### src/rtl/fetch_pkg.sv
// Shared widths, FSM state type and queue entry layout for the instruction fetch sequencer.
package fetch_pkg;
   localparam int ADDR_W  = 8;
   localparam int ENTRY_W = 72;
   localparam int LANES   = 4;
   localparam int FETCH_W = LANES * ENTRY_W;
   localparam int DEPTH   = 2;
   localparam int OCC_W   = $clog2(DEPTH + 1);

   typedef enum logic {
      IDLE  = 1'b0,
      FETCH = 1'b1
   } state_e;

   typedef struct packed {
      logic [ADDR_W-1:0]  pc;
      logic [FETCH_W-1:0] data;
   } fetch_entry_t;
endpackage

### src/rtl/fetch_queue.sv
// Small FIFO of fetch responses toward decode; flush drops every entry in one cycle.
module fetch_queue
   import fetch_pkg::*;
#(
   parameter int DEPTH_P = DEPTH
) (
   input  logic                               clk_sys,
   input  logic                               rst,
   input  logic                               push,
   input  fetch_entry_t                       push_entry,
   input  logic                               pop,
   input  logic                               flush,
   output logic [$clog2(DEPTH_P + 1)-1:0]     occ,
   output logic                               head_valid,
   output fetch_entry_t                       head
);
   localparam int PTR_W = (DEPTH_P > 1) ? $clog2(DEPTH_P) : 1;
   localparam int Q_OCC_W = $clog2(DEPTH_P + 1);

   fetch_entry_t       mem_q [DEPTH_P];
   fetch_entry_t       mem_d [DEPTH_P];
   logic [PTR_W-1:0]   rd_ptr_q, rd_ptr_d;
   logic [PTR_W-1:0]   wr_ptr_q, wr_ptr_d;
   logic [Q_OCC_W-1:0] occ_q, occ_d;

   function automatic logic [PTR_W-1:0] ptr_inc(input logic [PTR_W-1:0] p);
      return (p == PTR_W'(DEPTH_P - 1)) ? '0 : p + 1'b1;
   endfunction

   always_comb begin
      mem_d    = mem_q;
      rd_ptr_d = rd_ptr_q;
      wr_ptr_d = wr_ptr_q;
      occ_d    = occ_q;
      if (flush) begin
         rd_ptr_d = '0;
         wr_ptr_d = '0;
         occ_d    = '0;
      end else begin
         // At full, push and pop together reuse the slot being vacated.
         if (push) begin
            mem_d[wr_ptr_q] = push_entry;
            wr_ptr_d        = ptr_inc(wr_ptr_q);
         end
         if (pop) begin
            rd_ptr_d = ptr_inc(rd_ptr_q);
         end
         occ_d = occ_q + Q_OCC_W'(push) - Q_OCC_W'(pop);
      end
   end

   always_ff @(posedge clk_sys) begin
      if (rst) begin
         for (int i = 0; i < DEPTH_P; i++) begin
            mem_q[i] <= '0;
         end
         rd_ptr_q <= '0;
         wr_ptr_q <= '0;
         occ_q    <= '0;
      end else begin
         mem_q    <= mem_d;
         rd_ptr_q <= rd_ptr_d;
         wr_ptr_q <= wr_ptr_d;
         occ_q    <= occ_d;
      end
   end

   assign occ        = occ_q;
   assign head_valid = (occ_q != '0);
   assign head       = mem_q[rd_ptr_q];

   a_no_overflow: assert property (@(posedge clk_sys) disable iff (rst)
      !(push && !pop && !flush && occ_q == Q_OCC_W'(DEPTH_P)));
endmodule

### src/rtl/fetch_sequencer.sv
// Fetch PC / read-issue controller in front of the 4-lane instruction SRAM.
//
// state | meaning
// IDLE  | no reads issued; waits for i_start
// FETCH | issues 4-lane reads whenever the SRAM is free and the queue has credit
module fetch_sequencer
   import fetch_pkg::*;
(
   input  logic                      i_fire,
   input  logic                      rst,
   input  logic                      i_start,
   input  logic [ADDR_W-1:0]         i_start_pc,
   input  logic                      i_stop,
   input  logic                      i_redirect,
   input  logic [ADDR_W-1:0]         i_redirect_pc,
   input  logic                      i_write_busy,
   output logic                      o_read_en,
   output logic [LANES*ADDR_W-1:0]   o_readAddr,
   input  logic [FETCH_W-1:0]        i_datas,
   output logic                      o_valid,
   input  logic                      i_ready,
   output logic [ADDR_W-1:0]         o_pc,
   output logic [FETCH_W-1:0]        o_insts
);
   localparam int CNT_W = OCC_W + 1;

   state_e            state_q, state_d;
   logic [ADDR_W-1:0] pc_q, pc_d;
   logic [ADDR_W-1:0] tag_q, tag_d;
   logic              inflight_q, inflight_d;

   logic              flush, pop, push, read_en, credit;
   logic [OCC_W-1:0]  occ;
   logic              head_valid;
   fetch_entry_t      head;
   fetch_entry_t      push_entry;

   always_comb begin
      state_d    = state_q;
      pc_d       = pc_q;
      tag_d      = tag_q;
      inflight_d = 1'b0;

      pop   = head_valid && i_ready;
      flush = i_stop || (state_q == FETCH && i_redirect);
      // Entries held plus the one in flight must leave room, counting a pop this cycle.
      credit  = (CNT_W'(occ) + CNT_W'(inflight_q)) < (CNT_W'(DEPTH) + CNT_W'(pop));
      read_en = (state_q == FETCH) && !i_write_busy && !i_redirect && !i_stop && credit;
      push    = inflight_q && !flush;

      if (read_en) begin
         inflight_d = 1'b1;
         tag_d      = pc_q;
         pc_d       = pc_q + ADDR_W'(LANES);
      end

      if (i_stop) begin
         state_d = IDLE;
      end else if (state_q == FETCH && i_redirect) begin
         pc_d = i_redirect_pc;
      end else if (state_q == IDLE && i_start) begin
         state_d = FETCH;
         pc_d    = i_start_pc;
      end
   end

   always_comb begin
      o_readAddr = '0;
      if (state_q == FETCH) begin
         for (int k = 0; k < LANES; k++) begin
            o_readAddr[k*ADDR_W +: ADDR_W] = pc_q + ADDR_W'(k);
         end
      end
   end

   always_ff @(posedge i_fire) begin
      if (rst) begin
         state_q    <= IDLE;
         pc_q       <= '0;
         tag_q      <= '0;
         inflight_q <= 1'b0;
      end else begin
         state_q    <= state_d;
         pc_q       <= pc_d;
         tag_q      <= tag_d;
         inflight_q <= inflight_d;
      end
   end

   assign push_entry = '{pc: tag_q, data: i_datas};

   fetch_queue #(.DEPTH_P(DEPTH)) u_queue (
      .clk_sys    (i_fire),
      .rst        (rst),
      .push       (push),
      .push_entry (push_entry),
      .pop        (pop),
      .flush      (flush),
      .occ        (occ),
      .head_valid (head_valid),
      .head       (head)
   );

   assign o_read_en = read_en;
   assign o_valid   = head_valid;
   assign o_pc      = head_valid ? head.pc : '0;
   assign o_insts   = head_valid ? head.data : '0;
endmodule
### config.mk
export PLATFORM = sky130hd
export DESIGN_NAME = fetch_sequencer
export DESIGN_NICKNAME = d
export VERILOG_FILES = /design/src/rtl/fetch_pkg.sv /design/src/rtl/fetch_queue.sv /design/src/rtl/fetch_sequencer.sv
export SDC_FILE = /design/constraint.sdc
export NUM_CORES = 2
export LEC_CHECK = 0
export ABC_AREA = 1
export CAP_MARGIN = 20
export CORE_MARGIN = 2
export CORE_UTILIZATION = 46
export DETAILED_ROUTE_END_ITERATION = 12
export HOLD_SLACK_MARGIN = 0.02
export PLACE_DENSITY = 0.75
export SYNTH_ARGS = -nofsm -noshare
export SYNTH_HDL_FRONTEND = slang
export SYNTH_HIERARCHICAL = 1
export SYNTH_SLANG_ARGS = --single-unit
### constraint.sdc
create_clock -name i_fire -period 1.8 [get_ports i_fire]
set_input_delay 0.27 -clock i_fire [delete_from_list [all_inputs] [get_ports i_fire]]
set_output_delay 0.27 -clock i_fire [all_outputs]
set_load 0.1 [all_outputs]
==> results.sh <==
export IMPL_syn2layout_area_growth_pct=59.7
export IMPL_grt_max_degree=62
export IMPL_syn_nets=5033
export IMPL_wl_met1_um=38700
export IMPL_synth_edf_count=0
export IMPL_grt_usage_pct=28.0
export IMPL_static_leakage_power_nw=19.5
export IMPL_finalPower_mw=28.9
export IMPL_setup_slack_ns=-0.612
export IMPL_ant_nets=0
export IMPL_route_vias_total=31000
export IMPL_crit_type="register to output pin"
export IMPL_io_pins=641
export IMPL_min_period_over_period_pct=134
export IMPL_critical_path_required_ns=1.53
export IMPL_critPathLaunchType="register"
export IMPL_yosysUniqueCellTypes=30
export IMPL_hold_viol=0
export IMPL_wire_per_inst_um=15.9
export IMPL_violations="setup timing"
export IMPL_p_per_area_nw_per_um2=620
export IMPL_cts_buffers=66
export IMPL_yosysTopAreaCellShare_pct=42.0
export IMPL_fin_nets=5679
export IMPL_wl_met2_um=49200
export IMPL_grt_pass1_vias=28600
export IMPL_post_route_min_period_ns=2.41
export IMPL_skew_ns=0.0177
export IMPL_finalWirelength_um=100000
export IMPL_synth_top_cells_by_count="nand2_1, nor2_1, inv_1"
export IMPL_clkLatencyLatePin_ns=0.61
export IMPL_numPortBuffers=640
export IMPL_core_um2=63000
export IMPL_num_rows=92
export IMPL_fmax_mhz=415
export IMPL_irDropWorstVdd_mv=0.674
export IMPL_outcome="finished with violations"
export IMPL_syn_area_um2=29200
export IMPL_avgSynthCellArea_um2=6.20
export IMPL_synthArstFlopShare_pct=0
export IMPL_drive_gt1_share_pct=26.6
export IMPL_cts_tree="yes"
export IMPL_ys_seq_area_share_pct=42.0
export IMPL_met3_length_um=7140
export IMPL_drc_errors=0
export IMPL_initial_core_util_pct=46.4
export IMPL_drt_pass1_iterations=6
export IMPL_synthTopCellsByArea="dfxtp_1, nand2_1, nor2_1"
export IMPL_postSynthCellCount=4713
export IMPL_slew_viol_final=0
export IMPL_drv_cap=0
export IMPL_setup_violations=425
export IMPL_synth_main_ff_cell="dfxtp_1"
export IMPL_cp_end_kind="output pin"
export IMPL_hold_ws_ns=0.266
export IMPL_cts_max_level=3
export IMPL_cp_arrival_ns=2.14
export IMPL_dr_max_layer_used="met5"
export IMPL_gr_total_overflow=0
export IMPL_fp_dieW_um=256
export IMPL_viasPerCell=4.94
export IMPL_clockBufferDepth=3
export IMPL_drt_iter0_drc=2415
export IMPL_worst_pin_slew_ns=0.477
export IMPL_place_hpwl_um=66300
export IMPL_hp_class="input pin to register"
export IMPL_rsz0062_at_grt="true"
export IMPL_synth_top_cell_by_area="dfxtp_1"
export IMPL_grt_pass1_wl_um=150000
export IMPL_die_y_um=256
export IMPL_maxSlewHeadroom_pct=67.8
export IMPL_synthMostInstantiatedCell="nand2_1"
export IMPL_cts_root_buf="clkbuf_16"
export IMPL_crit_path_max_fanout=6
export IMPL_dieArea_um2=65600
export IMPL_cts_num_sinks=614
export IMPL_yosysWarnings=6
export IMPL_antenna_found_initial=31
export IMPL_ys_ff_latch=614
export IMPL_routabilityCongestion=0.893
export IMPL_path_clk_slew_ns=0.06
==> critical path, cell delays in order (launching register included) <==
cell and delay (ns):
dfxtp_4 0.42, buf_8 0.16, buf_12 0.14, buf_12 0.14, buf_8 0.12, nand2_1 0.06
o21ai_1 0.12, nand2_2 0.10, clkinvlp_4 0.10, buf_12 0.17
==> registers in the layout, indices dropped and copies added, names as in the netlist <==
signal	flops
u_queue/mem_q	592
u_queue/occ	2
inflight_q	1
u_queue/rd_ptr_q	1
u_queue/wr_ptr_q	1
pc_q	8
state_q	1
tag_q	8
==> per-layer routing <==
| metal | GRT usage (%) | vias to the layer above |
|---|---|---|
| li1 | - | 15400 |
| met3 | 5.83 | 275 |
| met2 | 47.5 | 1235 |
| met4 | 13.9 | 10 |
| met1 | 33.6 | 14200 |
| met5 | 0 | - |
==> per-stage QoR <==
step	instances	utilization (%)	setup WS (ns)	TNS, ns	instance area (µm²)
2_1_floorplan	4713	-	-0.345	-1.24	31400
3_3_place_gp	6091	67.4	-0.434	-184.39	42500
3_5_place_dp	6091	67.4	-0.487	-202.76	42500
4_1_cts	6226	71.9	-0.571	-150.06	45300
5_1_grt	6279	74.1	-0.661	-198.68	46700
6_report	6281	74.1	-0.612	-142.47	46700
==> layout make-up <==
class / count / area [µm²]
sequential: 614 / 12300
antenna: 27 / 67.6
multi-input combinational: 3150 / 14500
inverter: 644 / 3570
clock buffer: 96 / 1980
clock inverter: 21 / 180
tap: 846 / 1060
timing repair buffer: 883 / 13000
fill: 4503 / 16300
==> cell usage in the layout, fill, tap and decap left out, types with 5 or more instances in the layout <==
cell type           n
buf_8               9
nand2_2           260
nand2_1           949
o21ai_1            95
inv_1             330
o21ai_2            80
diode_2            27
buf_12            386
inv_2               7
a21oi_1             5
clkbuf_16          83
buf_16             14
dfxtp_2             5
o21ai_4            15
ha_4                5
a21oi_2             6
dfxtp_1           603
nor2_4             12
dfxtp_4             6
clkinvlp_4        301
nand3_1            19
nor2_1           1210
clkdlybuf4s50_1   310
clkbuf_8           17
nand2_4            36
buf_6              21
o21ai_0           422
buf_4             126
clkinv_2           12
inv_4               6
clkbuf_1           11
==> repair_timing <==
item	CTS	global route
cloned	5	20
hold buffers	0	0
pin swaps	27	39
resized for setup	176	310
buffers inserted	13	14
endpoints found under the setup margin	381	706
hold endpoints to repair	0	0
==> kinds of logic (layout without fill, tap and decap cells) <==
group | count (synthesis) | in the layout | share of synthesized area, %
buf+inv | 949 | 1644 | 14.1
flops | 614 | 614 | 42.0
xor+xnor | 3 | 3 | 0.0899
fa+ha+maj | 9 | 9 | 0.385
compound gates | 636 | 636 | 11.0
simple gates | 2502 | 2502 | 32.4
other cells | 0 | 27 | 0
==> path summary, 6_finish.rpt <==
check,start,endpoint,slack (ns),cells past startpoint
worst min register to register,u_queue/mem_q[281],u_queue/mem_q[281],0.48,2
worst max register to register,state_q,u_queue/mem_q[379],-0.06,10
worst max-delay path,u_queue/rd_ptr_q,o_insts[113],-0.61,9
worst min-delay path,i_datas[41],u_queue/mem_q[337],0.27,3
==> report_power, final <==
part | internal [mW] | switching, mW
clock | 7.81 | 5.65
sequential | 13.6 | 0.0342
combinational | 0.920 | 0.892
Note: power is estimated with default switching activity, not from simulation.
